## src/rtl/beta_writeback.sv

```systemverilog
// beta_writeback: writeback stage selecting PC+4 / ALU / load result for the register file
// Ports: clock, reset (synchronous, active-low)
//   valid_in/ready_out       upstream handshake, transfer on valid_in & ready_out
//   wdsel, rc, alu_result, pc_plus4  retiring instruction (wdsel 0=PC+4 1=ALU 2=load 3=none)
//   mem_req/mem_addr/mem_ack/mem_rdata  data-memory load handshake
//   wdata/rc_out/werf/wasel  register-file write (wasel selects XP = r30)
//   fault                    one-cycle pulse on load timeout
// Option: `define WB_FORWARD_EN adds byp_valid/byp_rc/byp_data, copies of the write being committed.
module beta_writeback #(
  parameter int DATA_W  = 32,
  parameter int TIMEOUT = 15
) (
  input  logic              clock,
  input  logic              reset,
  input  logic              valid_in,
  output logic              ready_out,
  input  logic [1:0]        wdsel,
  input  logic [4:0]        rc,
  input  logic [DATA_W-1:0] alu_result,
  input  logic [DATA_W-1:0] pc_plus4,
  output logic              mem_req,
  output logic [DATA_W-1:0] mem_addr,
  input  logic              mem_ack,
  input  logic [DATA_W-1:0] mem_rdata,
  output logic [DATA_W-1:0] wdata,
  output logic [4:0]        rc_out,
  output logic              werf,
  output logic              wasel,
  output logic              fault
`ifdef WB_FORWARD_EN
  ,
  output logic              byp_valid,
  output logic [4:0]        byp_rc,
  output logic [DATA_W-1:0] byp_data
`endif
);
  typedef enum logic [1:0] {IDLE, WRITE, LOAD_WAIT} state_t;
  localparam logic [7:0] TO_LAST = 8'(TIMEOUT - 1);
  state_t            state_q, state_d;
  logic [DATA_W-1:0] wdata_q, wdata_d, mem_addr_q, mem_addr_d, lpc_q, lpc_d;
  logic [4:0]        rc_out_q, rc_out_d, lrc_q, lrc_d;
  logic              werf_q, werf_d, wasel_q, wasel_d, mem_req_q, mem_req_d, fault_q, fault_d;
  logic [7:0]        cnt_q, cnt_d;
  always_comb begin
    state_d    = state_q;
    wdata_d    = wdata_q;
    rc_out_d   = rc_out_q;
    werf_d     = 1'b0;
    wasel_d    = wasel_q;
    mem_req_d  = mem_req_q;
    mem_addr_d = mem_addr_q;
    fault_d    = 1'b0;
    cnt_d      = cnt_q;
    lrc_d      = lrc_q;
    lpc_d      = lpc_q;
    if (state_q == LOAD_WAIT) begin
      // ack is checked first so an ack in the timeout cycle wins over the fault
      if (mem_ack) begin
        state_d   = WRITE;
        mem_req_d = 1'b0;
        wdata_d   = mem_rdata;
        rc_out_d  = lrc_q;
        wasel_d   = 1'b0;
        werf_d    = lrc_q != 5'd31;
      end else if (cnt_q == TO_LAST) begin
        state_d   = WRITE;
        mem_req_d = 1'b0;
        wdata_d   = lpc_q;
        rc_out_d  = lrc_q;
        wasel_d   = 1'b1;
        werf_d    = 1'b1;
        fault_d   = 1'b1;
      end else begin
        cnt_d = cnt_q + 8'd1;
      end
    end else if (valid_in) begin
      case (wdsel)
        2'd0, 2'd1: begin
          state_d  = WRITE;
          wdata_d  = wdsel[0] ? alu_result : pc_plus4;
          rc_out_d = rc;
          wasel_d  = 1'b0;
          werf_d   = rc != 5'd31;
        end
        2'd2: begin
          state_d    = LOAD_WAIT;
          mem_req_d  = 1'b1;
          mem_addr_d = alu_result;
          lrc_d      = rc;
          lpc_d      = pc_plus4;
          cnt_d      = 8'd0;
        end
        default: state_d = IDLE;
      endcase
    end else begin
      state_d = IDLE;
    end
  end
  always_ff @(posedge clock) begin
    if (!reset) begin
      state_q    <= IDLE;
      wdata_q    <= '0;
      rc_out_q   <= '0;
      werf_q     <= 1'b0;
      wasel_q    <= 1'b0;
      mem_req_q  <= 1'b0;
      mem_addr_q <= '0;
      fault_q    <= 1'b0;
      cnt_q      <= '0;
      lrc_q      <= '0;
      lpc_q      <= '0;
    end else begin
      state_q    <= state_d;
      wdata_q    <= wdata_d;
      rc_out_q   <= rc_out_d;
      werf_q     <= werf_d;
      wasel_q    <= wasel_d;
      mem_req_q  <= mem_req_d;
      mem_addr_q <= mem_addr_d;
      fault_q    <= fault_d;
      cnt_q      <= cnt_d;
      lrc_q      <= lrc_d;
      lpc_q      <= lpc_d;
    end
  end
  assign ready_out = state_q != LOAD_WAIT;
  assign mem_req   = mem_req_q;
  assign mem_addr  = mem_addr_q;
  assign wdata     = wdata_q;
  assign rc_out    = rc_out_q;
  assign werf      = werf_q;
  assign wasel     = wasel_q;
  assign fault     = fault_q;
`ifdef WB_FORWARD_EN
  assign byp_valid = werf_q;
  assign byp_rc    = wasel_q ? 5'd30 : rc_out_q;
  assign byp_data  = wdata_q;
`endif
endmodule

```

## config.mk

```make
export PLATFORM = sky130hd
export DESIGN_NAME = beta_writeback
export DESIGN_NICKNAME = d
export VERILOG_FILES = /design/src/rtl/beta_writeback.sv
export SDC_FILE = /design/constraint.sdc
export NUM_CORES = 1
export LEC_CHECK = 0
export CORE_MARGIN = 3
export CORE_UTILIZATION = 46
export DETAILED_ROUTE_END_ITERATION = 8
export GPL_TIMING_DRIVEN = 0
export PLACE_DENSITY_LB_ADDON = 0.3
export SYNTH_ARGS = -nofsm -noshare
export SYNTH_HDL_FRONTEND = slang
export SYNTH_SLANG_ARGS = --single-unit
export TNS_END_PERCENT = 20
```

## constraint.sdc

```tcl
create_clock -name clock -period 1.89 [get_ports clock]
set_clock_uncertainty 0.1 [all_clocks]
set_input_delay 0.189 -clock clock [delete_from_list [all_inputs] [get_ports clock]]
set_output_delay 0.189 -clock clock [all_outputs]
set_load 0.05 [all_outputs]
```

# == Word-level counts from Yosys, hierarchy flattened ==
# Index checks and enable logic that the tools add are counted.
# Widths: inputs -> output; s select.
# op_classes
add_sub_neg,1
n_reduce_logical,10
muxes,36
eq_ne,10
n_bitwise,2
# op_table
cell,count
$mux 32,6
$mux 8,5
$mux 5,5
$mux 1,15
$ne 5x5->1 const B,2
$reduce_and 3->1,3
$add 8x1->8 const B,1
$eq 8x4->1 const B,1
$mux 2,4
$ne 2x2->1 const B,3
$reduce_bool 2->1,3
$eq 2x2->1 const B,2
$pmux 2 s2,1
$reduce_and 4->1,1
$ne 3x2->1 const B,1
$reduce_or 3->1,1
$eq 2x1->1 const B,1
$logic_not 2->1,1
$not 1->1,2
$reduce_or 2->1,1
# totals
wordCells,70
ff_bits,120

# == Longest topological paths before layout ==
# Gate-level depths: netlist (run 1).
# depth
depth_word,5
ltp_mapped,8
ltp_nobuf,5

# == Worst setup path after synthesis (run 1) ==
# No wires, ideal clock.
# synth_path
path_kind,reg2reg
start,register state_q[1]
end,"register wdata_q[19], in the netlist wdata[19]"
synth_period_minus_slack_ns,1.786
path_buffers,2
setup_ns,0.132
required_time_ns,1.658
stages_incl_launch_ff,8
t_arrival_ns,1.553
slack_ns,0.104
path_cell_list,dfxtp_1 -> nor2b_1 -> buf_2 -> inv_2 -> clkbuf_1 -> nand2_1 -> nand4_1 -> a21oi_1
# synth_via
elab_chain_len,3
# synth_lines
item,line_no,text
start: declaration,39,"state_t state_q, state_d;"
start signal: assignment,113,state_q <= state_d;
$eq 2x2->1 *,56,if (state_q == LOAD_WAIT) begin
$ne 3x2->1 (no line) or $reduce_bool 2->1 (tied branches),n/a,
$reduce_and 3->1 (no line),n/a,
end signal: assignment,114,wdata_q <= wdata_d;
end: declaration,40,"logic [DATA_W-1:0] wdata_q, wdata_d, mem_addr_q, mem_addr_d, lpc_q, lpc_d;"
# Mark *: on every way between the ends. The rest lies on a longest branch, timed or not.
# A chain may end at the register's enable or synchronous reset.

# == Final worst setup path (run 1) ==
# layout_path
start,register state_q[1]
end,output ready_out
# layout_via
elab_chain_len,1
# layout_lines
item,line_no,text
$ne 2x2->1,126,assign ready_out = state_q != LOAD_WAIT;
end: declaration,16,"output logic ready_out,"
# No other way between the ends.

==> metrics.md, run 1 <==
| Metric | Value |
|---|---|
| Vias in the first global route | `5,762` |
| Most frequent cells in the layout | `nand2_1 (219), clkdlybuf4s50_1 (163), dfxtp_1 (119)` |
| Clk buf depth | `2` |
| Final Util | `70.9%` |
| Buf+Inv Stages, Crit Path | `4` |
| Die Footprint | `0.0132 mm²` |
| Core Area | `0.0115 mm²` |
| PortBufs | `177` |
| Top delay family on crit path | `buffers and inverters` |
| Final setup fails | `0` |
| Final period util | `99.7%` |
| Sequential area share after synthesis | `44.1%` |
| Arrival time of the worst setup path | `1.59 ns` |
| P&R area growth vs syn | `50.0%` |
| Detail Route Antenna Nets | `0` |
| Sequential Area | `0.00240 mm²` |
| Commonest non-fill, non-tap cell in the layout | `nand2_1` |
| Synth Flop Type | `dfxtp_1` |
| Crit path kind | `flip-flop to primary output` |
| Sink Count | `120` |
| H-Tree Depth | `4` |
| Antenna cells | `0` |
| Initial Utilization | `47.3%` |
| Post-route setup slack | `0.00626 ns` |
| Die height | `115 µm` |
| Largest fanout on the critical path | `10` |
| Worst EP required | `1.60 ns` |
| Count of final max-slew check failures | `0` |
| CP max-delay cell | `dfxtp_1` |
| Hold Crit Class | `input port to flip-flop` |
| Final hold viol count | `0` |
| CP endpoint kind | `primary output` |
| Worst VDD drop | `0.666 mV` |
| Leakage power | `3.32 nW` |
| HPWL Detailed | `13,000 µm` |
| Drt wl/cell | `17.3 µm` |
| Comb pwr share | `16.9%` |
| CP startpoint kind | `flip-flop` |
| Synth cell types | `33` |
| Number of synthesized flops with an enable pin | `0` |
| Yosys reg bits | `120` |
| Avg Inst Size Synth | `7.73 µm²` |
| First-pass GRT wire length | `28,900 µm` |
| Area of the multi-input gates | `0.00281 mm²` |
| Crit path top cell by count | `buf_4` |
| Total CTS buffers | `17` |
| Vias | `5,842` |
| CP max stage delay | `0.31 ns` |
| All-Layer GR Usage | `27.8%` |
| Die span in x | `115 µm` |
| Gr ovfl total | `0` |
| DRC | `0` |
| Initial DRT Pass Iterations | `5` |
| Clock transition at path regs | `0.06 ns` |
| Clock Power Share | `46.7%` |
| Outcome | `complete, no violations` |
| Clock Root Buffer | `clkbuf_16` |
| MaxCap Viol Count | `0` |
| Net Count, Synth | `813` |
| Sw Share | `26.0%` |
| Ports | `181` |
| Crit path time final | `1.88 ns` |
| Post-route cell area | `0.00817 mm²` |
| # fillers | `927` |
| DP Worst Slack | `-0.662 ns` |
| Netlist Area Pre-Place | `0.00545 mm²` |
| Worst-skew pair later-pin latency | `0.41 ns` |
| Yosys Warn Count | `0` |
| Sequential share of power | `36.4%` |
| Global placement routability congestion | `0.906` |
| DR vias/cell | `5.54` |
| Antenna violations before repair | `0` |
| Largest net degree at the start of global routing | `17` |
| Share of layout cells above drive strength 1 | `8.56%` |
| Post-DP Area | `0.00740 mm²` |
| Async set-or-reset flop fraction in the synthesized netlist | `0%` |
| Internal power | `5.49 mW` |
| Relative slew slack | `43.8%` |
| Initial DRC count | `562` |
| Pwr/cell area | `907 mW/mm²` |
| Layout Nets | `1,008` |
| CP cell instances | `nor2b_1, buf_4, inv_2, buf_4, buf_6` |
| DRT Wirelength | `18,300 µm` |
| Gate Count Post-Synth | `704` |
| RSZ-0062 raised after global routing | `yes` |
| Rows | `39` |
| Least-Margin Pin Slew | `0.843 ns` |
| TritonCTS clock tree | `built` |
| NetSw | `1.92 mW` |
| Fmax | `531 MHz` |
==> power groups by stage <==
stage	clock network [mW]	registers [mW]	logic (mW)
3_5_place_dp	0	2.75	1.23
4_1_cts	3.47	2.70	1.25
3_3_place_gp	0	2.75	1.22
5_1_grt	3.60	2.71	1.34
2_1_floorplan	0	3.03	0.408
6_report	3.46	2.70	1.26
==> path summary, 6_finish.rpt <==
| path | from | endpoint | slack (ns) | cells after the start |
|---|---|---|---|---|
| max | state_q[1] | ready_out | 0.006 | 5 |
| min | reset | mem_req | 0.07 | 3 |
| max reg2reg | state_q[0] | cnt_q[3] | 0.04 | 5 |
| min reg2reg | lpc_q[13] | lpc_q[13] | 0.35 | 2 |
==> what timing repair did <==
item	4_1_cts	5_1_grt
hold buffers	0	0
pin swaps	0	1
setup buffers	0	1
resized for setup	40	42
endpoints found under the setup margin	112	129
==> metal layers <==
metal	track usage [%]	up-vias	routed length, µm
met3	7.84	24	1840
met5	0	-	0
met4	7.51	0	229
met2	46.0	289	8510
met1	36.0	2704	7690
li1	-	2825	-
==> state kept, by name (all words and copies together), names as in the netlist <==
name,flops
cnt_q,8
wasel,1
lpc_q,32
fault,1
mem_addr,32
werf,1
rc_out,5
wdata,32
state_q,2
lrc_q,5
mem_req,1
==> stage by stage <==
step           std cells  TNS, ns  hold WS (ns)  total power, mW
2_1_floorplan        704        0         0.225             3.43
3_3_place_gp        1024   -35.71         0.341             3.97
3_5_place_dp        1024   -39.21         0.347             3.98
4_1_cts             1053  -0.0125        0.0737             7.42
5_1_grt             1054   -0.261         0.125             7.65
6_report            1054        0        0.0733             7.41
==> cell type report <==
cell class                      count  share of cell area [%]
Sequential cell                   120                    29.4
Timing Repair Buffer              178                    22.2
Inverter                            4                   0.184
Clock buffer                       22                    5.93
Multi-Input combinational cell    518                    34.5
Tap cell                          143                    2.19
Buffer                             60                    3.84
Clock inverter                      9                    1.78
==> cells in the mapped netlist, types with 2 or more instances <==
library cell	instances	area share, %
a31oi_1	4	0.46
nand4_1	37	4.3
nor2_1	4	0.28
o21ai_0	14	1.3
nor4_1	2	0.23
ha_1	2	0.46
a311oi_1	5	0.80
o21ai_1	21	1.9
inv_1	2	0.14
clkbuf_1	50	3.4
inv_2	2	0.14
or3_1	4	0.46
nor2b_1	3	0.34
nand2_1	219	15
and3_1	4	0.46
buf_1	3	0.21
dfxtp_1	120	44
nand3_1	11	1.0
buf_2	8	0.74
mux2i_1	64	12
nor3_1	2	0.18
a21oi_1	111	10
o2111ai_1	2	0.32
==> cells by family after synthesis <==
kind of cell	count (synthesis)	share of synthesized area, %
and+or+nand+nor	290	22.9
AOI/OAI and AO/OA	162	15.9
buffers and inverters	66	4.87
adders and majority gates	2	0.459
DFF	120	44.1
muxes	64	11.8
==> worst min-delay path, delay by kind of cell <==
| family | cells | cell delay [ns] |
|---|---|---|
| AOI/OAI and AO/OA | 2 | 0.18 |
| buffers and inverters | 1 | 0.17 |
Note: power is estimated with default switching activity, not from simulation.
==> inputs of run 2 (changes only) <==
Settings changed: SLEW_MARGIN from default to 20.
Clock period 1.89 ns to 2.1 ns, I/O delays scaled along.
==> run 2 against run 1 <==
Cell count about the same. Worst hold slack improved by 0.023 ns. Clock power fell by 10%. Combinational power decreased by 11%. Largest cell class unchanged.
==> metrics.md, run 2 (synthesis results as in run 1) <==
| Metric | Value |
|---|---|
| Final setup fails | `0` |
| Gr ovfl total | `0` |
| Core Area | `0.0115 mm²` |
| Post-route cell area | `0.00805 mm²` |
| H-Tree Depth | `4` |
| Arrival time of the worst setup path | `1.78 ns` |
| Initial DRC count | `599` |
| Fmax | `479 MHz` |
| CTS Hold Bufs | `0` |
| Drt wl/cell | `17.3 µm` |
| R2r setup slk | `0.06 ns` |
| # fillers | `946` |
| Crit path to | `ready_out` |
| Hold slack | `0.0959 ns` |
| Worst EP required | `1.79 ns` |
| Layout Nets | `1,007` |
| CP max stage delay | `0.30 ns` |
| Rows | `39` |
| WP depth | `5` |
| TritonCTS clock tree | `built` |
| Clock transition at path regs | `0.06 ns` |
| Vias | `5,826` |
| Least-Margin Pin Slew | `0.838 ns` |
| R2R Path End | `wdata[24]` |
| Share of layout cells above drive strength 1 | `7.03%` |
| RSZ-0062 raised after global routing | `yes` |
| Crit path top cell by count | `clkbuf_4` |
| Largest fanout on the critical path | `10` |
| Crit path kind | `flip-flop to primary output` |
| Antenna violations before repair | `0` |
| Initial Utilization | `47.3%` |
| Detail Route Antenna Nets | `0` |
| Sink Count | `120` |
| Ports | `181` |
| CP endpoint kind | `primary output` |
| Worst-skew pair later-pin latency | `0.41 ns` |
| Hold Crit Class | `input port to flip-flop` |
| Final period util | `99.5%` |
| Largest net degree at the start of global routing | `17` |
| Worst VDD drop | `0.600 mV` |
| Most frequent cells in the layout | `nand2_1 (219), clkdlybuf4s50_1 (176), dfxtp_1 (120)` |
| CP cell instances | `nor2b_1, clkbuf_4, inv_2, clkbuf_2, clkbuf_4` |
| Count of final max-slew check failures | `0` |
| Die span in x | `115 µm` |
| DRT Wirelength | `18,200 µm` |
| Setup TNS | `0 ns` |
| Final hold viol count | `0` |
| Die Footprint | `0.0132 mm²` |
| Commonest non-fill, non-tap cell in the layout | `nand2_1` |
| First-pass GRT wire length | `28,800 µm` |
| Top delay family on crit path | `buffers and inverters` |
| Clk buf depth | `2` |
| Outcome | `complete, no violations` |
| Antenna cells | `0` |
| Post-CTS setup buffer count | `0` |
| Worst Setup SP | `state_q[1]` |
| HPWL Detailed | `13,000 µm` |
| DR vias/cell | `5.53` |
| P&R area growth vs syn | `47.8%` |
| R2r worst-path depth | `5` |
| Post-DP Area | `0.00740 mm²` |
| Buf+Inv Stages, Crit Path | `4` |
| Clock Root Buffer | `clkbuf_16` |
| Total CTS buffers | `17` |
| MaxCap Viol Count | `0` |
| RR Startpoint | `state_q[0]` |
| PortBufs | `177` |
| Vias in the first global route | `5,737` |
| Global placement routability congestion | `0.906` |
| All-Layer GR Usage | `27.7%` |
| CP max-delay cell | `dfxtp_1` |
| Pwr/cell area | `827 mW/mm²` |
| Relative slew slack | `44.2%` |
| CP startpoint kind | `flip-flop` |
| Leakage power | `3.04 nW` |
| DRC | `0` |
| Crit path time final | `2.09 ns` |
| Die height | `115 µm` |
| Initial DRT Pass Iterations | `5` |
## run 2: cell count changes in the layout (fill, tap and decap cells not counted), sizes merged
| cell | previous run | this run |
|---|---|---|
| buf | 16 | 10 |
| clkbuf | 68 | 73 |
| clkdlybuf4s50 | 163 | 176 |
| dlymetal6s2s | 13 | 0 |
## run 2: layout make-up
cell class                      count  area [µm²]  share of cell area (%)
Sequential cell                   120        2400                    29.8
Clock inverter                      9         145                    1.80
Multi-Input combinational cell    518        2790                    34.6
Tap cell                          143         179                    2.22
Inverter                            4        15.0                   0.187
Timing Repair Buffer              177        1770                    22.0
Clock buffer                       22         484                    6.01
Buffer                             60         270                    3.36
## run 2: worst min-delay path, delay by kind of cell
kind / cells / cell delay, ns
buffers and inverters: 1 / 0.17
AOI/OAI and AO/OA: 2 / 0.18
## run 2: routing by layer
metal | vias up | GRT usage, % | wire, µm
met1 | 2712 | 35.6 | 7740
met2 | 270 | 46.0 | 8470
met4 | 0 | 7.20 | 233
li1 | 2819 | - | -
met3 | 25 | 8.11 | 1800
met5 | - | 0 | 0
## run 2: through the flow
stage	cells	power (mW)	worst slack (ns)	util [%]
finish	1053	6.66	0.0102	69.9
global route	1053	6.88	-0.0831	69.9
CTS	1054	6.67	-0.120	69.8
detailed placement	1024	3.58	-0.473	64.2
global placement	1024	3.57	-0.502	64.2
floorplan	704	3.09	0.314	-
## run 2: what timing repair did
item,CTS,global route
resized for setup,17,13
endpoints found under the setup margin,93,105
pin swaps,0,0
## run 2: where the power goes
| part | internal, mW | total [mW] | switching, mW |
|---|---|---|---|
| sequential | 2.38 | 2.43 | 0.0493 |
| combinational | 0.458 | 1.12 | 0.665 |
| clock | 2.09 | 3.11 | 1.01 |
| total | 4.93 | 6.66 | 1.73 |
## run 2: how the worst min path moves through the flow
stage                     cells after the start  slack (ns)           to   startpoint
after detailed placement                      2        0.35    lpc_q[26]    lpc_q[26]
after CTS                                     3        0.09      mem_req        reset
final                                         3         0.1      mem_req        reset
after global routing                          3        0.15     cnt_q[0]        reset
after global placement                        2        0.34  mem_addr[2]  mem_addr[2]
after floorplan                               2        0.25     lpc_q[0]  pc_plus4[0]
==> inputs of run 3 (changes only) <==
Settings changed: SKIP_LAST_GASP from default to 1.
==> run 3 against run 2 <==
The run now ends with setup timing left. Clock-buffer cell count unchanged. Highest routed layer unchanged. Cell count unchanged. Core utilization about the same. Cell area about the same. Die area unchanged. Critical path depth unchanged. Critical path type unchanged. Via count up 0.58%. Clock power about the same. Sequential share of layout area about the same. Non-clock buffer count unchanged. Combinational power about the same.
==> metrics.md, run 3 (synthesis results as in run 1) <==
| Metric | Value |
|---|---|
| Die span in x | `115 µm` |
| Sink Count | `120` |
| Most frequent cells in the layout | `nand2_1 (219), clkdlybuf4s50_1 (176), dfxtp_1 (120)` |
| Clock Power Share | `46.7%` |
| CTS Hold Bufs | `0` |
| Worst Hold Path Cells | `3` |
| Layout Nets | `1,007` |
| Initial DRT Pass Iterations | `6` |
| DRT Wirelength | `18,200 µm` |
| Final setup fails | `1` |
| R2r worst-path depth | `6` |
| Final hold viol count | `0` |
| Pwr Total | `6.66 mW` |
| Worst-skew pair later-pin latency | `0.42 ns` |
| Antenna violations before repair | `0` |
| Commonest non-fill, non-tap cell in the layout | `nand2_1` |
| RR Startpoint | `state_q[1]` |
| Comb pwr share | `16.8%` |
| Rows | `39` |
| Area of the multi-input gates | `0.00278 mm²` |
| Initial DRC count | `671` |
| Leakage power | `3.05 nW` |
| Ports | `181` |
| Clock transition at path regs | `0.06 ns` |
| CP endpoint kind | `primary output` |
| Post-CTS setup buffer count | `0` |
| DP Worst Slack | `-0.473 ns` |
| Sw Share | `26.0%` |
| Internal power | `4.93 mW` |
| Antenna cells | `0` |
| PortBufs | `177` |
| Total CTS buffers | `17` |
| Crit path time final | `2.14 ns` |
| Pwr/cell area | `828 mW/mm²` |
| Fmax | `468 MHz` |
| Final period util | `102%` |
| HPWL Detailed | `13,000 µm` |
| Gr ovfl total | `0` |
| Largest fanout on the critical path | `10` |
| All-Layer GR Usage | `27.7%` |
| NetSw | `1.73 mW` |
| Crit path kind | `flip-flop to primary output` |
| RSZ-0062 raised after global routing | `yes` |
| Post-route setup slack | `-0.0350 ns` |
| Die Footprint | `0.0132 mm²` |
| Hold Crit Endpoint | `mem_req` |
| # fillers | `946` |
| Least-Margin Pin Slew | `0.834 ns` |
| Share of layout cells above drive strength 1 | `7.14%` |
| Clock Root Buffer | `clkbuf_16` |
| Sequential share of power | `36.4%` |
| Relative slew slack | `44.4%` |
| First-pass GRT wire length | `28,800 µm` |
| Vias | `5,860` |
| CP startpoint kind | `flip-flop` |
| Hold Path Origin | `reset` |
| R2R Path End | `wdata[5]` |
| Failing checks | `setup timing` |
| Die height | `115 µm` |
| Worst VDD drop | `0.599 mV` |
| Count of final max-slew check failures | `0` |
| R2r setup slk | `0.07 ns` |
| Hold Crit Class | `input port to flip-flop` |
| DRC | `0` |
| H-Tree Depth | `4` |
| Global placement routability congestion | `0.906` |
| P&R area growth vs syn | `47.8%` |
| Largest net degree at the start of global routing | `17` |
| Clk buf depth | `2` |
| Vias in the first global route | `5,732` |
| Drt wl/cell | `17.3 µm` |
| MaxCap Viol Count | `0` |
| Sequential Area | `0.00240 mm²` |
| Arrival time of the worst setup path | `1.83 ns` |
| Detail Route Antenna Nets | `0` |
| Initial Utilization | `47.3%` |
| Outcome | `finished, violations left` |
| DR vias/cell | `5.57` |
| TritonCTS clock tree | `built` |
| Core Area | `0.0115 mm²` |
| Worst EP required | `1.79 ns` |
==> run 3: cell types whose count changed in the layout (fill, tap and decap cells not counted), sizes merged <==
cell,previous run,this run
clkbuf,73,72
buf,10,11
==> run 3: worst max-delay path by stage <==
stage	slack (ns)	from	end
final	-0.04	state_q[1]	ready_out
after global routing	-0.09	state_q[1]	ready_out
after CTS	-0.12	state_q[1]	ready_out
after detailed placement	-0.47	valid_in	wdata[7]
after global placement	-0.50	valid_in	wdata[7]
after floorplan	0.31	state_q[1]	wdata[19]
==> run 3: worst max-delay path: stages (launching register included) <==
cell and delay (ns):
dfxtp_1 0.30, nor2b_1 0.13, buf_2 0.19, inv_2 0.17
clkbuf_2 0.28, buf_2 0.32
==> run 3: layer usage <==
layer / track usage (%) / part of all wire, % / up-vias
li1: - / - / 2820
met1: 35.7 / 42 / 2717
met2: 45.9 / 47 / 305
met3: 8.11 / 10 / 18
met4: 7.20 / 1.2 / 0
met5: 0 / 0 / -
==> run 3: metrics by stage <==
step / instance area (µm²) / instances / setup TNS (ns) / hold slack (ns) / utilization [%]
floorplan: 5450 / 704 / 0 / 0.246 / -
global route: 8050 / 1053 / -1.91 / 0.153 / 69.9
finish: 8050 / 1053 / -0.0350 / 0.0984 / 69.9
detailed placement: 7400 / 1024 / -18.62 / 0.347 / 64.2
global placement: 7400 / 1024 / -15.23 / 0.341 / 64.2
CTS: 8030 / 1054 / -1.89 / 0.0947 / 69.8
==> run 3: what timing repair did <==
action                                 4_1_cts  5_1_grt
setup endpoints to repair                   93      102
endpoints found under the hold margin        0        0
gates cloned                                 0        0
resized for setup                           11       25
==> run 3: final cells by class <==
cell class              count  share of cell area, %
multi-input cells         518                   34.6
flip-flops and latches    120                   29.9
repair buffers            177                   22.0
clock buffers              22                   6.02
plain buffers              60                   3.36
well taps                 143                   2.22
clock inverters             9                   1.80
inverters                   4                  0.187
==> run 3: power groups by stage <==
stage	combinational [mW]	sequential [mW]	clock (mW)
floorplan	0.367	2.72	0
global placement	1.10	2.47	0
detailed placement	1.11	2.47	0
CTS	1.12	2.43	3.13
global route	1.20	2.44	3.24
finish	1.12	2.43	3.11
==> RTL edit, RTL diff (config.mk and constraints of run 1) <==
Build with the macro `WB_FORWARD_EN` defined.
--- a/src/rtl/beta_writeback.sv
+++ b/src/rtl/beta_writeback.sv
@@ -6,6 +6,8 @@
 //   wdata/rc_out/werf/wasel  register-file write (wasel selects XP = r30)
 //   fault                    one-cycle pulse on load timeout
 // Option: `define WB_FORWARD_EN adds byp_valid/byp_rc/byp_data, copies of the write being committed.
+`define WB_FORWARD_EN
+
 module beta_writeback #(
   parameter int DATA_W  = 32,
   parameter int TIMEOUT = 15
Check against the original RTL (old outputs only; new: byp_data, byp_rc and byp_valid): equivalent (equiv_simple and equiv_induct, registers matched by name and starting in step).
==> RTL edit against run 1 <==
  * The run now ends with setup timing left
  * Synthesized area is 12% higher
  * Worst setup slack worse by 0.039 ns
  * Total power is 2.6% lower
  * Final area is 12% higher
  * Hold slack better by 0.18 ns
  * Routed wire length is 15% higher
  * Sequential power hardly changed
  * Sequential cell count stayed put
  * Largest power group unchanged
==> RTL edit: results (changes against run 1) <==
[sta]
setup_viol_count_final=9  ; +9
timing.max_slew.rel_slack=0.4681  ; +0.03008
layout_setup_ws_ns=-0.03280  ; -0.03907 ns
tns_ns=-0.1367  ; -0.1367 ns

[outcome]
violations=setup timing
status=finished with violations

[pwr]
power.clock.fraction=0.427  ; -0.040
comb_power_uw=1430  ; +13%

[critical_path]
cp_slowest_stage_delay_ns=0.49  ; +0.18 ns
crit_path_top_delay_cell=sky130_fd_sc_hd__or4b_4
critPathMaxFanout=8  ; -2
startpoint=cnt_q[0]
r2r_cells=7  ; +2

[placement]
finalWeightedCongestion=0.9490  ; +4.7%

[synth]
ys_top_cells_by_area=sky130_fd_sc_hd__dfxtp_1 39%, sky130_fd_sc_hd__nand2_1 12%, sky130_fd_sc_hd__mux2i_1 10%
synth_compound_gate_area_share=0.1937  ; +0.03465
mappedNetlistNets=859  ; +5.7%
synth_commonest_cells=192 x sky130_fd_sc_hd__nand2_1, 120 x sky130_fd_sc_hd__dfxtp_1, 64 x sky130_fd_sc_hd__mux2i_1
synthMuxAreaShare=0.1047  ; -0.01294
synth.lib_cells_used.distinct=44  ; +33%

[global_routing]
first_global_vias=6222  ; +8.0%
grt_met1_use=0.3463  ; -0.01338
grt_use_total=0.2832  ; +0.004676

[detailed_routing]
drtIter0Drc=500  ; -11%
met1_length_um=8711  ; +13%
met2RoutedLength_um=9849  ; +16%
postRouteWirelength_um=21030  ; +15%

[RTL edit: changes by cell type after synthesis, sizes merged, moves of 8 or more]
cell,change
and3,+29
buf,+41
a21boi,+69
o211ai,+32
nand2,-26
o22ai,+8
clkbuf,-9
nand4,-35
nor3,+32
a21oi,-102
[RTL edit: tightest hold or removal path: cells and delay by family]
kind | cells | cell delay, ns
and+or+nand+nor | 1 | 0.07
buffers and inverters | 1 | 0.42
AOI/OAI and AO/OA | 1 | 0.05
[RTL edit: final cells by class]
cell class / count / area share
Multi-Input combinational cell: 531 / 0.3520
Inverter: 5 / 0.002323
Clock inverter: 2 / 0.003826
Sequential cell: 120 / 0.2632
Timing Repair Buffer: 226 / 0.2353
Tap cell: 172 / 0.02350
Buffer: 93 / 0.06231
Clock buffer: 28 / 0.05753
[RTL edit: what timing repair did]
| item | in CTS | in global routing |
|---|---|---|
| gates cloned | 3 | 0 |
| endpoints found under the setup margin | 120 | 125 |
| setup buffers | 4 | 3 |
| resized for setup | 106 | 55 |
| pin swaps | 10 | 27 |
